`src/rtl/seri_toplayici_kontrol.sv`:
```
// Serial adder: one 4-bit adder slice reused over NIBBLES cycles to form {cout,sum} = a + b + cin.
// Optional macro SUBTRACT_EN adds an op port selecting a - b (cout = 1 means no borrow).
module seri_toplayici_kontrol #(
    parameter  int NIBBLES = 4,
    localparam int W       = 4 * NIBBLES
) (
    input  logic         clk,
    input  logic         rst,
    input  logic         start,
    input  logic [W-1:0] a,
    input  logic [W-1:0] b,
    input  logic         cin,
`ifdef SUBTRACT_EN
    input  logic         op,
`endif
    output logic [W-1:0] sum,
    output logic         cout,
    output logic         busy,
    output logic         done,
    output logic [1:0]   state_dbg
);

    localparam int CW = $clog2(NIBBLES);
    localparam logic [CW-1:0] LAST = CW'(NIBBLES - 1);

    // Handshake: start is taken only in IDLE; done is a single-cycle pulse and
    // sum/cout are valid while done=1 and stay stable until the next accepted start.
    typedef enum logic [1:0] {
        IDLE = 2'd0,
        RUN  = 2'd1,
        DONE = 2'd2
    } state_t;

    state_t         state_q, state_d;
    logic [W-1:0]   a_r, b_r;
    logic           carry_r;
    logic [CW-1:0]  cnt;
    logic [3:0]     slice_a, slice_b, slice_s;
    logic           slice_c;

    assign slice_a = a_r[{cnt, 2'b00} +: 4];
`ifdef SUBTRACT_EN
    logic op_r;
    assign slice_b = op_r ? ~b_r[{cnt, 2'b00} +: 4] : b_r[{cnt, 2'b00} +: 4];
`else
    assign slice_b = b_r[{cnt, 2'b00} +: 4];
`endif

    toplayici4bit u_add (
        .A   (slice_a),
        .B   (slice_b),
        .Cin (carry_r),
        .S   (slice_s),
        .Cout(slice_c)
    );

    always_comb begin
        state_d = state_q;
        case (state_q)
            IDLE:    if (start) state_d = RUN;
            RUN:     if (cnt == LAST) state_d = DONE;
            DONE:    state_d = IDLE;
            default: state_d = IDLE;
        endcase
    end

    always_ff @(posedge clk) begin
        if (rst) state_q <= IDLE;
        else     state_q <= state_d;
    end

    always_ff @(posedge clk) begin
        if (rst) begin
            a_r     <= '0;
            b_r     <= '0;
            carry_r <= 1'b0;
            cnt     <= '0;
            sum     <= '0;
            cout    <= 1'b0;
`ifdef SUBTRACT_EN
            op_r    <= 1'b0;
`endif
        end else begin
            case (state_q)
                IDLE: begin
                    if (start) begin
                        a_r <= a;
                        b_r <= b;
                        cnt <= '0;
`ifdef SUBTRACT_EN
                        op_r    <= op;
                        // Two's complement subtract: invert b slices and seed carry with 1.
                        carry_r <= op ? 1'b1 : cin;
`else
                        carry_r <= cin;
`endif
                    end
                end
                RUN: begin
                    sum[{cnt, 2'b00} +: 4] <= slice_s;
                    carry_r                <= slice_c;
                    cnt                    <= cnt + CW'(1);
                    if (cnt == LAST) cout <= slice_c;
                end
                default: ;
            endcase
        end
    end

    assign busy      = (state_q == RUN) || (state_q == DONE);
    assign done      = (state_q == DONE);
    assign state_dbg = state_q;

endmodule

// 4-bit ripple slice shared across all nibbles of the operation.
module toplayici4bit (
    input  logic [3:0] A,
    input  logic [3:0] B,
    input  logic       Cin,
    output logic [3:0] S,
    output logic       Cout
);
    assign {Cout, S} = {1'b0, A} + {1'b0, B} + {4'b0000, Cin};
endmodule

```
`config.mk`:
```
export PLATFORM = sky130hd
export DESIGN_NAME = seri_toplayici_kontrol
export DESIGN_NICKNAME = d
export VERILOG_FILES = /design/src/rtl/seri_toplayici_kontrol.sv
export SDC_FILE = /design/constraint.sdc
export NUM_CORES = 1
export LEC_CHECK = 0
export CAP_MARGIN = 20
export CORE_ASPECT_RATIO = 0.8
export CORE_UTILIZATION = 33
export DETAILED_ROUTE_END_ITERATION = 7
export HOLD_SLACK_MARGIN = 0.03
export PLACE_DENSITY = 0.59
export SLEW_MARGIN = 20
export SYNTH_ARGS = -nofsm -noshare
export SYNTH_HDL_FRONTEND = slang
export SYNTH_SLANG_ARGS = --single-unit
```
`constraint.sdc`:
```
create_clock -name clk -period 2.6 [get_ports clk]
set_input_delay 0.52 -clock clk [delete_from_list [all_inputs] [get_ports clk]]
set_output_delay 0.52 -clock clk [all_outputs]
set_load 0.01 [all_outputs]
```
# After elaboration in Yosys (flattened, before gate mapping)

Cells that the tools add are included.

Bits in writable memories: 0
Output and inout bits: 21
Bits in latches: 0
Memories kept: 0
Logic and storage cells: 35
Input bits: 36
ROM bits: 0
Bits in registers: 54

Bitwise operators: 0
Reduce and logical (&&, ||, !) cells: 7
Equal/unequal tests: 5
Add/subtract/negate cells: 4
Magnitude comparators: 0
Multiply operators: 0
Mux-type cells: 8
Shift operators: 4
Divide/modulo/power cells: 0

Operator list:

| operator                 | count |
|---|---|
| $shiftx A16 B5 Y4        | 2 |
| $bwmux W16               | 1 |
| $shift A4 B6 Y16 const A | 1 |
| $shiftx A4 B6 Y16        | 1 |
| $pmux W2 S2              | 2 |
| $reduce_and A2 Y1        | 4 |
| $mux W2                  | 3 |
| $neg A4 Y6               | 1 |
| $add A4 B4 Y5            | 1 |
| $add A5 B1 Y5            | 1 |
| $eq A2 B2 Y1 const B     | 2 |
| $ne A2 B2 Y1 const B     | 2 |
| $add A2 B1 Y2 const B    | 1 |
| $eq A2 B1 Y1 const B     | 1 |
| $logic_not A2 Y1         | 1 |
| $pmux W1 S2              | 1 |
| $reduce_bool A2 Y1       | 1 |
| $logic_or A1 B1 Y1       | 1 |
| $mux W1                  | 1 |

# Logic depth before layout (Yosys ltp)

Depth after elaboration: 5
Depth in mapped cells: 7
Gate-level depth less buffers: 6

# Hierarchy

From an unflattened synthesis, not the netlist that was laid out.

Cell total of the unflattened synthesis: 270
Area, all modules: 2,438.6 um^2

By module, submodules not included:

| module                 | seq. area each (um^2) | area an instance (um^2) | times used | cells an instance |
|---|---|---|---|---|
| seri_toplayici_kontrol | 1,081.0               | 2,294.7                 | 1          | 254 |
| toplayici4bit          | 0.0                   | 143.9                   | 1          | 16 |

# Worst setup path after synthesis

Ideal clock, no wire load.

Kind: reg2reg
Start: register cnt[0]
End: register carry_r
Buffers on the path: 1
Stages on the path, launching flop included: 8
Period minus slack after synthesis: 2.533 ns
Path slack: 0.067 ns
Required time: 2.472 ns
Arrival time: 2.405 ns
Library setup time: 0.128 ns
Cell sequence: dfxtp_1 -> buf_4 -> mux4_2 -> fa_1 -> fa_1 -> a21o_1 -> a21oi_1 -> o211ai_1

Cells in the longest elaborated chain, start to end: 4
Elaborated cells on any way between the ends: 5
Those cells by class: add/sub (2); shift (2); mux (1)

RTL lines:

| what                                        | RTL line | source |
|---|---|---|
| from (decl)                                 | 37       | `logic [CW-1:0] cnt;` |
| from (signal assigned)                      | 102      | `cnt <= cnt + CW'(1);` |
| $shiftx A16 B5 Y4, on equally long branches | 41, 46   |  |
| $add A4 B4 Y5 (*)                           | 124      | `assign {Cout, S} = {1'b0, A} + {1'b0, B} + {4'b0000, Cin};` |
| $add A5 B1 Y5 (*)                           | 124      |  |
| $pmux W1 S2 (*)                             | 84       | `case (state_q)` |
| to (signal assigned)                        | 95       | `carry_r <= cin;` |
| to (signal assigned)                        | 101      | `carry_r <= slice_c;` |
| to (decl)                                   | 36       | `logic carry_r;` |

Mark *: on every way between the ends. The rest lies on a longest branch, timed or not.
A chain may end at the register's enable or synchronous reset.

# Final worst setup path

Start: register cnt[0]
End: register sum[14]

Cells in the longest elaborated chain, start to end: 5
Elaborated cells on any way between the ends: 8
Those cells by class: add/sub (3); shift (4); mux (1)

RTL lines:

| what                                        | RTL line | source |
|---|---|---|
| $shiftx A16 B5 Y4, on equally long branches | 41, 46   |  |
| $add A4 B4 Y5                               | 124      |  |
| $add A5 B1 Y5                               | 124      |  |
| $shiftx A4 B6 Y16                           | 100      | `sum[{cnt, 2'b00} +: 4] <= slice_s;` |
| $bwmux W16 (*)                              | 100      |  |
| to (signal, indexed assignment)             | 100      |  |
| to (decl)                                   | 16       | `output logic [W-1:0] sum,` |

Marked as above.

==> flow_summary.yaml <==
status:
  status: "finished, final reports clean"
yosys:
  synthAdderAreaFrac_pct: 7.65
  synth_area_um2: 2490
  synthSimpleGateAreaFrac_pct: 20.7
  ys.flop_type: "dfxtp_1"
  synth_nets: 326
  ys_seq_area_share_pct: 43.5
  synth-xor-area-share_pct: 0.352
  synth-seq-cells: 54
  synth_compound_area_share_pct: 15.9
  syn_inst: 276
  synth_top_family_by_area: "simple AND/OR/NAND/NOR gates"
  synth.area.mux_share_pct: 7.65
  synth_async_sr_flop_share_pct: 0
  synth-edff-count: 0
  yosysWarnings: 0
  syn_avg_cell_area_um2: 9.01
  synth.distinct_cells: 34
clock_tree:
  post_cts_buffers: 0
  cts_tree: "built"
  numCtsBuffers: 5
  htree_levels: 2
  cts.root.buffer_cell: "clkbuf_8"
  clk_path_buf_depth: 2
  clkLatencyLatePin_ns: 0.31
  clkTransAtPathRegs_ns: 0.10
  clock_sink_count: 54
pwr:
  switching_power_w: 0.000463
  power.internal_w: 0.00126
  p_comb_share_pct: 18.0
  ir_drop_uv: 218
  switching_share_pct: 26.9
  pwr-share-clk_pct: 30.3
  cellPowerDensity_nw_per_um2: 533
  pwr-share-seq_pct: 51.7
  power_leakage_nw: 1.21
critical_path:
  critPathLaunchType: "flop"
  endpoint_kind: "flop"
  reg2reg_from: "cnt[0]$_SDFFE_PP0P_"
  reg2reg_setup_slack_ns: 0.16
  critical-path-top-cell-by-count: "fa_1"
  crit_chain: "mux4_2, fa_1, fa_1, xor2_1, buf_4, a32oi_1, nor2_1"
  required_ns: 2.78
  cp_slowest_cell: "mux4_2"
  path_delay_family: "adder cells"
  arrival_ns: 2.62
  slowest_delay_ns: 0.54
  criticalPathCategory: "reg2reg"
  worstPathMaxFanout: 4
  worst-path-stages: 7
  r2r-end: "sum[14]$_SDFFE_PP0P_"
  worst-path-buf-inv: 1
  reg2reg_depth: 7
timing:
  min_period_ns: 2.44
  slew_viol_final: 0
  fin_tns_setup_ns: 0
  setup_viol: 0
  rsz0062_at_grt: "false"
  fmax_ghz: 0.410
  hold_viol_final: 0
  slew_headroom_pct: 55.6
  worstMarginPinSlew_ns: 0.667
  finClkSkew_ns: 0.00843
  timing.final.crit_share_pct: 93.9
global_route:
  grt_usage_pct: 16.1
  antenna_found_initial: 0
  grt_pass1_wl_um: 9970
  grt-ovfl-total: 0
  first_global_vias: 2051
  grt_max_degree: 41
placed_design:
  port_buffers: 56
  dp_hpwl_um: 4170
  gp_congestion: 0.782
  post_dp_cell_area_um2: 3130
  dp.cells: 409
detailed_routing:
  drtIter0Drc: 139
  drcViolationCount: 0
  antenna_left: 0
  wl_per_cell_um: 14.0
  viasPerCell: 5.09
  vias: 2121
  routed_wl_um: 5820
  dr.pass1.iters: 5
finish:
  layout.nets: 379
  fin_area_um2: 3230
  layout.cells.most_common: "nand2_1"
  num_antenna_cells: 0
  layout-drive-gt1-share_pct: 8.48
  layout_common_cells: "nand2_1 (75), clkdlybuf4s50_1 (55), dfxtp_1 (53)"
  syn2layout_area_growth_pct: 30.0
  final_cells: 417
floorplan:
  ios: 57
  fp.dieH_um: 79.7
  dieArea_um2: 7890
  start_util_pct: 35.1
  rows: 27
  core_um2: 7090
  die-width_um: 99.1
hold_path:
  whs_path_depth: 2
  min_from: "b_r[13]$_SDFFE_PP0P_"
  min_to: "b_r[13]$_SDFFE_PP0P_"
  min_path_type: "reg2reg"
run:
  maxCapViolCount: 0
stage by stage:
stage	total power (W)	setup WS, ns	hold WS (ns)	utilization, %
floorplan	0.00109	0.0671	0.433	-
global placement	0.00122	0.159	0.441	44.1
detailed placement	0.00122	0.101	0.446	44.1
CTS	0.00174	0.0944	0.461	45.6
global route	0.00181	0.0234	0.477	45.6
finish	0.00172	0.159	0.457	45.6
sequential cells by signal, indices dropped and copies added (netlist names):
name and count:
a_r 16, b_r 16, carry_r 1, cnt 2
cout 1, state_dbg 2, sum 16
worst max-delay path by stage:
stage                         from                    to  slack [ns]
4_1_cts        cnt[0]$_SDFFE_PP0P_   sum[6]$_SDFFE_PP0P_        0.09
3_5_place_dp   cnt[0]$_SDFFE_PP0P_  sum[10]$_SDFFE_PP0P_        0.10
2_1_floorplan  cnt[0]$_SDFFE_PP0P_  carry_r$_SDFFE_PP0P_        0.07
6_report       cnt[0]$_SDFFE_PP0P_  sum[14]$_SDFFE_PP0P_        0.16
5_1_grt        cnt[1]$_SDFFE_PP0P_   sum[6]$_SDFFE_PP0P_        0.02
3_3_place_gp   cnt[0]$_SDFFE_PP0P_  sum[10]$_SDFFE_PP0P_        0.16
power groups by stage:
stage,registers [W],logic [W],clock network (W)
2_1_floorplan,0.000907,0.000185,0
3_3_place_gp,0.000910,0.000308,0
3_5_place_dp,0.000911,0.000311,0
4_1_cts,0.000892,0.000312,0.000539
5_1_grt,0.000898,0.000345,0.000563
6_report,0.000891,0.000310,0.000522
cell families after synthesis:
| kind of cell | Yosys count |
|---|---|
| compound gates | 63 |
| xor+xnor | 1 |
| fa+ha+maj | 14 |
| buf+inv | 22 |
| flops | 54 |
| mux | 9 |
| simple gates | 113 |
final cells by class:
class                      instances  area, um^2
tap                               87         109
inverter                           5        18.8
fill                             705        3860
clock inverter                     1        8.76
sequential                        54        1080
multi-input combinational        200        1300
clock buffer                       7        96.3
timing repair buffer              63         621
metal layers:
layer	global-route usage (%)	part of all wire (%)	vias up	routed length, um
met2	22.8	41	62	2390
met5	0	0	-	0
met3	3.42	5.5	2	323
met1	24.1	53	979	3080
li1	-	-	1078	-
met4	5.29	0.50	0	29
worst reg2reg max path, stage by stage (launching register included):
cell and delay, ns:
dfxtp_2 0.37, mux4_2 0.54, fa_1 0.45, fa_1 0.41, xor2_1 0.17, buf_4 0.15
a32oi_1 0.17, nor2_1 0.06
synth_stat cells (4+ instances only):
library cell,instances,area [um^2]
a21oi_1,40,200
a32oi_1,10,87.6
buf_2,8,40.0
buf_4,4,30.0
clkbuf_1,5,18.8
dfxtp_1,54,1080
ha_1,12,150
inv_1,4,15.0
mux4_2,8,180
nand2_1,75,282
nand3_1,4,20.0
nand4b_1,4,35.0
nor2_1,11,41.3
o2111ai_1,4,35.0
repair_timing:
item                                   CTS  global route
hold buffers                             0             0
endpoints found under the hold margin    0             0
setup endpoints to repair                0             2
gates resized for setup                  0             1
Note: power is estimated with default switching activity, not from simulation.
